--- src/rtl/msp_spi_slave.sv ---
// SPI target for the MSP430 command link: oversamples the MSP clock/data, collects a
// fixed-length command, then returns a response word after a turnaround gap.
module msp_spi_slave #(
    parameter int CMD_W        = 64,
    parameter int RESP_W       = 64,
    parameter int TURN_CLKS    = 8,
    parameter int IDLE_TIMEOUT = 1024
) (
    input  logic              clk,
    input  logic              rst_,
    input  logic              spi_clk,
    input  logic              spi_data_in,
    output logic              spi_data_out,
    output logic              spi_data_oe,
    output logic              cmd_valid,
    output logic [CMD_W-1:0]  cmd_data,
    input  logic [RESP_W-1:0] resp_data,
    output logic              busy
);

    localparam int MAX_CR = (CMD_W > RESP_W) ? CMD_W : RESP_W;
    localparam int MAX_W  = (MAX_CR > TURN_CLKS) ? MAX_CR : TURN_CLKS;
    localparam int CNT_W  = $clog2(MAX_W) + 1;
    localparam int TO_W   = $clog2(IDLE_TIMEOUT) + 1;

    typedef enum logic [1:0] {
        ST_CMD,
        ST_TURN,
        ST_RESP
    } state_t;

    state_t              state;
    logic [CNT_W-1:0]    bit_cnt;
    logic [TO_W-1:0]     to_cnt;
    logic [CMD_W-1:0]    rx_shift;
    logic [RESP_W-1:0]   tx_shift;
    logic [2:0]          clk_sync;
    logic [1:0]          data_sync;
    logic                rise;
    logic                fall;
    logic                sdata;
    logic                timeout_hit;

    // NOTE: the synchronizer chain is deliberately left out of reset so that a reset
    // taken while spi_clk is high cannot fabricate a rising edge afterwards.
    always_ff @(posedge clk) begin
        clk_sync  <= {clk_sync[1:0], spi_clk};
        data_sync <= {data_sync[0], spi_data_in};
    end

    assign rise        = clk_sync[1] & ~clk_sync[2];
    assign fall        = ~clk_sync[1] & clk_sync[2];
    assign sdata       = data_sync[1];
    assign timeout_hit = busy & ~clk_sync[1] & (to_cnt == TO_W'(IDLE_TIMEOUT - 1));

    // NOTE: all state here uses non-blocking assignments so every register samples
    // the values from before this clock edge, regardless of statement order.
    always_ff @(posedge clk) begin
        if (!rst_) begin
            state        <= ST_CMD;
            bit_cnt      <= '0;
            to_cnt       <= '0;
            rx_shift     <= '0;
            tx_shift     <= '0;
            spi_data_out <= 1'b1;
            spi_data_oe  <= 1'b0;
            cmd_valid    <= 1'b0;
            cmd_data     <= '0;
            busy         <= 1'b0;
        end else begin
            cmd_valid <= 1'b0;

            if (clk_sync[1] || !busy || timeout_hit)
                to_cnt <= '0;
            else
                to_cnt <= to_cnt + 1'b1;

            // A stalled MSP abandons whatever frame was in progress.
            if (timeout_hit) begin
                state        <= ST_CMD;
                bit_cnt      <= '0;
                spi_data_oe  <= 1'b0;
                spi_data_out <= 1'b1;
                busy         <= 1'b0;
            end else begin
                case (state)
                    ST_CMD: begin
                        if (rise) begin
                            rx_shift <= {rx_shift[CMD_W-2:0], sdata};
                            busy     <= 1'b1;
                            if (bit_cnt == CNT_W'(CMD_W - 1)) begin
                                cmd_data  <= {rx_shift[CMD_W-2:0], sdata};
                                cmd_valid <= 1'b1;
                                state     <= ST_TURN;
                                bit_cnt   <= '0;
                            end else begin
                                bit_cnt <= bit_cnt + 1'b1;
                            end
                        end
                    end

                    ST_TURN: begin
                        spi_data_oe <= 1'b0;
                        if (rise) begin
                            if (bit_cnt == CNT_W'(TURN_CLKS - 1)) begin
                                tx_shift <= resp_data;
                                state    <= ST_RESP;
                                bit_cnt  <= '0;
                            end else begin
                                bit_cnt <= bit_cnt + 1'b1;
                            end
                        end
                    end

                    ST_RESP: begin
                        // bit_cnt counts MSP sample edges; the fall after the last one releases the line.
                        if (rise) begin
                            bit_cnt <= bit_cnt + 1'b1;
                        end else if (fall) begin
                            if (bit_cnt == CNT_W'(RESP_W)) begin
                                spi_data_oe  <= 1'b0;
                                spi_data_out <= 1'b1;
                                state        <= ST_CMD;
                                bit_cnt      <= '0;
                                busy         <= 1'b0;
                            end else begin
                                spi_data_oe  <= 1'b1;
                                spi_data_out <= tx_shift[RESP_W-1];
                                tx_shift     <= {tx_shift[RESP_W-2:0], 1'b0};
                            end
                        end
                    end

                    default: begin
                        state   <= ST_CMD;
                        bit_cnt <= '0;
                        busy    <= 1'b0;
                    end
                endcase
            end
        end
    end

endmodule

--- config.mk ---
export PLATFORM = sky130hd
export DESIGN_NAME = msp_spi_slave
export DESIGN_NICKNAME = d
export VERILOG_FILES = /design/src/rtl/msp_spi_slave.sv
export SDC_FILE = /design/constraint.sdc
export NUM_CORES = 1
export LEC_CHECK = 0
export CAP_MARGIN = 20
export CELL_PAD_IN_SITES_DETAIL_PLACEMENT = 1
export CELL_PAD_IN_SITES_GLOBAL_PLACEMENT = 1
export CORE_UTILIZATION = 50
export CTS_CLUSTER_SIZE = 10
export DETAILED_ROUTE_END_ITERATION = 8
export DONT_BUFFER_PORTS = 1
export HOLD_SLACK_MARGIN = 0.1
export PLACE_DENSITY_LB_ADDON = 0.15
export SYNTH_ARGS = -nofsm -noshare
export SYNTH_HDL_FRONTEND = slang
export SYNTH_SLANG_ARGS = --single-unit
--- constraint.sdc ---
create_clock -name clk -period 5.64 [get_ports clk]
set_clock_uncertainty 0.1 [all_clocks]
set_input_delay 1.128 -clock clk [delete_from_list [all_inputs] [get_ports clk]]
set_output_delay 1.128 -clock clk [all_outputs]
set_load 0.03 [all_outputs]
Word-level counts from Yosys, hierarchy flattened
Cells that the tools add are included.

Input port bits: 68. Output and inout port bits: 68. Register bits after elaboration: 220.

Multiplexer cells: 33. Bitwise operators: 11. Add/subtract/negate cells: 2. Equal/unequal tests: 16. Reduce and logical (&&, ||, !) cells: 16.

Operator list (number): 64-bit 2-to-1 mux (5); 64-bit case mux with 2 select lines (1); 7-bit 2-to-1 mux (7); 7-bit case mux with 3 select lines (1); 2-bit inequality test, second input constant (8); 2-bit 2-to-1 mux (7); 7-bit AND reduction (2); 11-bit by 1-bit adder with 11-bit output, second input constant (1); 11-bit by 10-bit equality test with 1-bit output, second input constant (1); 1-bit 2-to-1 mux (9); 3-bit AND reduction (3); 4-bit AND reduction (2); 7-bit by 1-bit adder with 7-bit output, second input constant (1); 7-bit by 3-bit equality test with 1-bit output, second input constant (1); 7-bit by 6-bit equality test with 1-bit output, second input constant (1); 7-bit equality test, second input constant (1); 1-bit inverter (7); 3-bit inequality test, second input constant (2); 2-bit case mux with 3 select lines (1); 5-bit AND reduction (1); 1-bit AND (4); 2-bit OR reduction (2); 4-bit OR reduction (1); 1-bit case mux with 3 select lines (1); other kinds (7) (8).

Depth between registers and ports, before layout
Gate-level depths: netlist of the first run.

Word-level depth: 5. Gate-level depth with buffers: 10. Gate-level depth less buffers: 7.

Least setup slack after synthesis of the first run
No wires, ideal clock.

Path type: in2reg. Start point: input port rst_. End point: register tx_shift[57]. Setup slack: 3376 ps. Data required time: 5399 ps. Library setup time: 141 ps. Stages on the path: 5. Data arrival time: 2023 ps. Path through: clkbuf_1 inv_1 clkbuf_1 clkbuf_1 a311oi_1.

RTL lines: start, declared (RTL line 10) `input logic rst_,`; end signal, assigned (RTL line 106) `tx_shift <= resp_data;`; end signal, assigned (RTL line 129) `tx_shift <= {tx_shift[RESP_W-2:0], 1'b0};`; end, declared (RTL line 36) `logic [RESP_W-1:0] tx_shift;`.

No word-level cell between the ends.

Final worst setup path of the first run
Start point: register state[1]. End point: register tx_shift[42].

Word-level cells in the longest chain between the ends: 3. Elaborated cells on any way between the ends: 10. Those cells by class: eq/ne (7); mux (1); reduce/logical (2).

Ends and longest elaborated chain: start, declared (RTL line 32) `state_t state;`; start signal, assigned (RTL line 60) `state <= ST_CMD;`; start signal, assigned (RTL line 80) `state <= ST_CMD;`; start signal, assigned (RTL line 94) `state <= ST_TURN;`; 2-bit equality test or 2-bit by 1-bit equality test with 1-bit output (tied branches) (RTL line 86) `case (state)`; 2-bit inequality test (no line) or 2-bit nonzero test (tied branches); 7-bit AND reduction (no line).

Parallel ways exist; a longest one is shown, timed or not. A chain may end at the register's enable or synchronous reset.

==> flow_metrics.tcl, run 1 <==
set metrics [dict create \
    status "finished clean" \
    powerDensity_nw_per_um2 332 \
    drive_above_1_share_pct 5.14 \
    portBuffers 0 \
    clockBufferDepth 3 \
    fin_crit_ns 3.00 \
    synth_area_leaders "dfxtp_1 (51%), nand2_1 (14%), a311oi_1 (5.9%)" \
    dp_slack_ns 2.71 \
    cts_root_buffer "clkbuf_16" \
    crit_family "buffers and inverters" \
    cts_tree "done" \
    crit_buf_inv 2 \
    final-setup-viol-count 0 \
    grt_antenna_before_repair 1 \
    fmax_mhz 333 \
    dp_hpwl_um 12000 \
    firstDrtPassIters 4 \
    synth-edff-count 0 \
    power_w 0.00309 \
    routed_wl_um 20300 \
    start_util_pct 51.6 \
    cp.required_ns 5.95 \
    overflow 0 \
    rr_endpoint "tx_shift[42]" \
    ys_seq_elements 220 \
    syn2layout_area_growth_pct 8.35 \
    fp.dieW_um 133 \
    grt_pass1_vias 6901 \
    die_y_um 133 \
    cts_max_level 1 \
    rows 47 \
    worstMarginPinSlew_ns 0.812 \
    path_clk_slew_ns 0.05 \
    nNetsFinal 1100 \
    ys_warn_count 0 \
    drtAntennaViolNets 0 \
    drc 0 \
    cts.repair.resized 0 \
    ir_drop_uv 304 \
    path_max_fanout 128 \
    synth_top_area_cell "dfxtp_1" \
    crit_arrival_ns 3.32 \
    worst_r2r_path_depth 7 \
    ff2ff_setup_slack_ns 2.64 \
    yosysMostFrequentCell "nand2_1" \
    end_kind "flip-flop" \
    max_cap_viol_count 0 \
    grt_max_degree 135 \
    drt_iter0_drc 405 \
    syn_inst 1079 \
    wire_per_inst_um 16.2 \
    reg2reg_from "state[1]" \
    pin_count 136 \
    vias 7000 \
    cp_cell_sequence "and2b_2, buf_4, o211ai_1, a21boi_4, buf_12, nor2_1, a311oi_1" \
    syn-cell-area_um2 8610 \
    viasPerCell 5.59 \
    cts_buffers 26 \
    start_kind "flip-flop" \
    gp_congestion 0.790 \
    synthTopCellsByCount "nand2_1 (330), dfxtp_1 (220), nor2_1 (84), nand3_1 (76), a21oi_1 (74)" \
    cts-hold-fix-buffers 0 \
    slew_viol_final 0 \
    synthArstFlopShare_pct 0 \
    clkLatencyLatePin_ns 0.52 \
    worst_slack_ns 2.64 \
    hold_viol 0 \
    hold_class "flip-flop to flip-flop" \
    relSlewSlack_pct 45.7 \
    slowest_stage "dfxtp_1" \
    period_share_pct 53.3 \
    die-area_um2 17800 \
    slowest_delay_ns 0.65 \
    synth_cell_type_count 46 \
    yosysSeqAreaShare_pct 51.1 \
    rsz0062_at_grt "false" \
    ys.flop_type "dfxtp_1" \
    worst-setup-path-type "flip-flop to flip-flop" \
    track_usage_pct 22.5 \
    worstHoldEndpoint "clk_sync[1]" \
    synth.avg_cell_area_um2 7.98 \
    min_path_cells 0 \
    core_um2 16700 \
    post-cts-setup-buffers 0 \
    p_leak_nw 3.05 \
    yosys.area.top_type_share_pct 51.1 \
    tns_ns 0 \
    hp-start "clk_sync[0]" \
    syn_nets 1153 \
    clock-sinks 220 \
    grt_first_pass_wirelength_um 33400 \
]
## logic make-up after synthesis
kind of cell | share of synthesized area [%]
mux | 0.116
fa+ha+maj | 0.871
xor+xnor | 0.915
flops | 51.1
buf+inv | 5.03
simple gates | 25.2
compound gates | 16.7
## metal layers
layer,vias up,routed length [µm],GRT usage (%)
met5,-,0,0
met4,0,412,6.06
met3,31,1440,7.23
met2,134,9350,36.7
met1,3298,9090,28.6
li1,3537,-,-
## how the worst max path moves through the flow
| stage | start | to | cells after the start |
|---|---|---|---|
| finish | state[1] | tx_shift[42] | 7 |
| global placement | state[1] | tx_shift[50] | 7 |
| global route | clk_sync[1] | cmd_data[13] | 7 |
| CTS | state[1] | tx_shift[55] | 7 |
| floorplan | rst_ | tx_shift[57] | 5 |
| detailed placement | state[1] | tx_shift[49] | 7 |
## cell usage in the layout (no fill, tap or decap), types with 3 or more instances in the layout
| master | n |
|---|---|
| nand2_1 | 329 |
| dfxtp_1 | 220 |
| nor2_1 | 84 |
| nand3_1 | 76 |
| a21oi_1 | 74 |
| o21ai_0 | 69 |
| a311oi_1 | 58 |
| clkbuf_16 | 26 |
| inv_1 | 8 |
| xor2_1 | 7 |
| and3_1 | 6 |
| ha_1 | 6 |
| nand4_1 | 5 |
| a311oi_2 | 5 |
| clkbuf_8 | 4 |
| buf_4 | 4 |
| nor3_1 | 3 |
| o21ai_1 | 3 |
| buf_12 | 3 |
## where the power goes
| part | switching (W) | total (W) | internal (W) | leakage, nW |
|---|---|---|---|---|
| clock | 0.000598 | 0.00147 | 0.000872 | 0.358 |
| combinational | 0.0000483 | 0.0000610 | 0.0000127 | 0.922 |
| sequential | 0.00000504 | 0.00156 | 0.00156 | 1.77 |
| total | 0.000651 | 0.00309 | 0.00244 | 3.05 |
## state kept, by name, summed over array words and instances, names as in the netlist
register      flops
rx_shift         63
data_sync         2
state             2
busy              1
bit_cnt           7
cmd_data         64
cmd_valid         1
clk_sync          3
to_cnt           11
spi_data_oe       1
spi_data_out      1
tx_shift         64
## metrics by stage
stage	util (%)	instance area, µm²	instances	hold WS, ns
global placement	51.4	8580	1217	0.211
floorplan	-	8610	1079	0.210
finish	55.9	9330	1252	0.232
global route	55.9	9330	1252	0.236
detailed placement	51.4	8580	1217	0.220
CTS	55.8	9310	1250	0.237
## area by class of cell
class | instances | area [µm²]
diodes | 1 | 2.50
clock buffers | 32 | 713
clock inverters | 1 | 16.3
fillers | 2002 | 7370
inverters | 9 | 36.3
multi-input cells | 762 | 3800
flip-flops and latches | 220 | 4400
well taps | 220 | 275
repair buffers | 7 | 90.1
(Power assumes the default switching activity.)
==> inputs of run 2 (changes only) <==
CORE_UTILIZATION = 42   (was 50)
clock period = 2.5 ns   (was 5.64 ns; I/O delays follow)
==> run 2 against run 1 <==
Compared with the run above:
- register-to-register slack worse by 2.4 ns
- die area grew 19%
- total power is 130% higher
==> flow_metrics.tcl, run 2 (synthesis results as in run 1) <==
set metrics [dict create \
    path_max_fanout 56 \
    p_leak_nw 3.50 \
    ir_drop_uv 400 \
    max_cap_viol_count 0 \
    cts_buffers 26 \
    seq_area_um2 4400 \
    dp_slack_ns 0.167 \
    hold_slack_ns 0.203 \
    syn2layout_area_growth_pct 21.7 \
    use_met3_pct 5.25 \
    cpMostUsedCell "nand4_1" \
    placed_cells 1281 \
    tns_ns 0 \
    multi_input_area_um2 3800 \
    power_w 0.00721 \
    grt_busiest_layer "met2" \
    worst_slack_ns 0.210 \
    fmax_mhz 437 \
    drc 0 \
    status "finished clean" \
    core_um2 20200 \
    slowest_stage "dfxtp_1" \
    drive_above_1_share_pct 6.18 \
    crit_arrival_ns 2.61 \
    gp_congestion 0.764 \
    layout_commonest_cell "nand2_1" \
    final-setup-viol-count 0 \
    grt_first_pass_wirelength_um 37900 \
    overflow 0 \
    path_clk_slew_ns 0.06 \
    nNetsFinal 1200 \
    drtAntennaViolNets 0 \
    end_kind "flip-flop" \
    worstMarginPinSlew_ns 1.03 \
    gr-usage-met1_pct 27.0 \
    fp.dieW_um 145 \
    rsz0062_at_grt "false" \
    rows 52 \
    reg_top3 "cmd_data: 64 flops, tx_shift: 64 flops, rx_shift: 63 flops" \
    grt_max_degree 135 \
    start_util_pct 42.7 \
    clkLatencyLatePin_ns 0.52 \
    die-area_um2 21100 \
    firstDrtPassIters 7 \
    grt_pass1_vias 7598 \
    clock-sinks 220 \
    cts_max_level 1 \
    hold_class "input pin to flip-flop" \
    hold_viol 0 \
    stdcell_count 1402 \
    viasPerCell 5.40 \
    relSlewSlack_pct 31.0 \
    period_share_pct 91.6 \
    cp_cell_sequence "ha_1, and4_1, nand4_1, nand4_1, buf_4, clkbuf_16, nand3_1, o21ai_0" \
    diodes 0 \
    cts_tree "done" \
    routed_wl_um 24500 \
    vias 7572 \
    n_fill_cell 2387 \
    slowest_delay_ns 0.42 \
    dp_hpwl_um 12600 \
    cp.required_ns 2.82 \
    final_cell_mix "nand2_1 (329), dfxtp_1 (220), nor2_1 (84), dlygate4sd3_1 (82), nand3_1 (76)" \
    worst-setup-path-type "flip-flop to flip-flop" \
    die_y_um 145 \
    fin_crit_ns 2.29 \
    slew_viol_final 0 \
    wire_per_inst_um 17.5 \
    drt_iter0_drc 396 \
    pin_count 136 \
    grt_antenna_before_repair 0 \
    powerDensity_nw_per_um2 687 \
    cts_root_buffer "clkbuf_16" \
    start_kind "flip-flop" \
    track_usage_pct 21.3 \
    clockBufferDepth 3 \
    met2_usage_pct 36.1 \
    portBuffers 0 \
]
run 2: changes by cell type in the layout (fill, tap and decap cells not counted):
| cell | before | now |
|---|---|---|
| clkinv_8 | 1 | 0 |
| buf_8 | 0 | 1 |
| clkbuf_16 | 26 | 28 |
| dlygate4sd3_1 | 0 | 82 |
| buf_16 | 0 | 1 |
| diode_2 | 1 | 0 |
| buf_12 | 3 | 10 |
| clkbuf_8 | 4 | 3 |
| buf_4 | 4 | 12 |
| clkbuf_1 | 2 | 4 |
run 2: what timing repair did:
item | 4_1_cts | 5_1_grt
buffers inserted | 0 | 2
resized for setup | 0 | 3
endpoints found under the setup margin | 0 | 52
hold endpoints to repair | 131 | 35
hold buffers | 78 | 6
run 2: power breakdown:
group	total (W)	internal (W)	switching (W)
sequential	0.00352	0.00352	0.00000645
combinational	0.000306	0.000125	0.000181
clock	0.00338	0.00200	0.00138
run 2: metrics by stage:
step,cell area [µm²],util (%)
5_1_grt,10500,52.0
4_1_cts,10400,51.4
3_5_place_dp,8850,43.9
3_3_place_gp,8850,43.9
2_1_floorplan,8610,-
6_report,10500,52.0
run 2: worst max-delay path, delay by kind of cell, from the launching register on:
family / cells / cell delay [ns]
AND/OR/NAND/NOR: 4 / 0.81
buffers and inverters: 2 / 0.42
flip-flops: 1 / 0.42
adder cells (fa/ha/maj): 1 / 0.28
AO/OA/AOI/OAI: 1 / 0.13
run 2: final timing paths:
check / startpoint / endpoint / slack (ns) / cells after the start
max: to_cnt[0] / cmd_data[9] / 0.21 / 8
min: rst_ / state[1] / 0.20 / 3
max reg2reg: to_cnt[0] / cmd_data[9] / 0.21 / 8
min reg2reg: clk_sync[0] / clk_sync[1] / 0.23 / 0
run 2: per-layer routing:
layer	wire length (µm)	vias up
met4	412	0
met3	1390	35
met5	0	-
met2	11700	166
met1	11000	3618
li1	-	3753
run 2: area by class of cell:
class | count | area share [%]
clock buffers | 34 | 6.98
multi-input cells | 762 | 36.2
flip-flops and latches | 220 | 42.0
well taps | 270 | 3.22
repair buffers | 107 | 11.2
inverters | 9 | 0.346
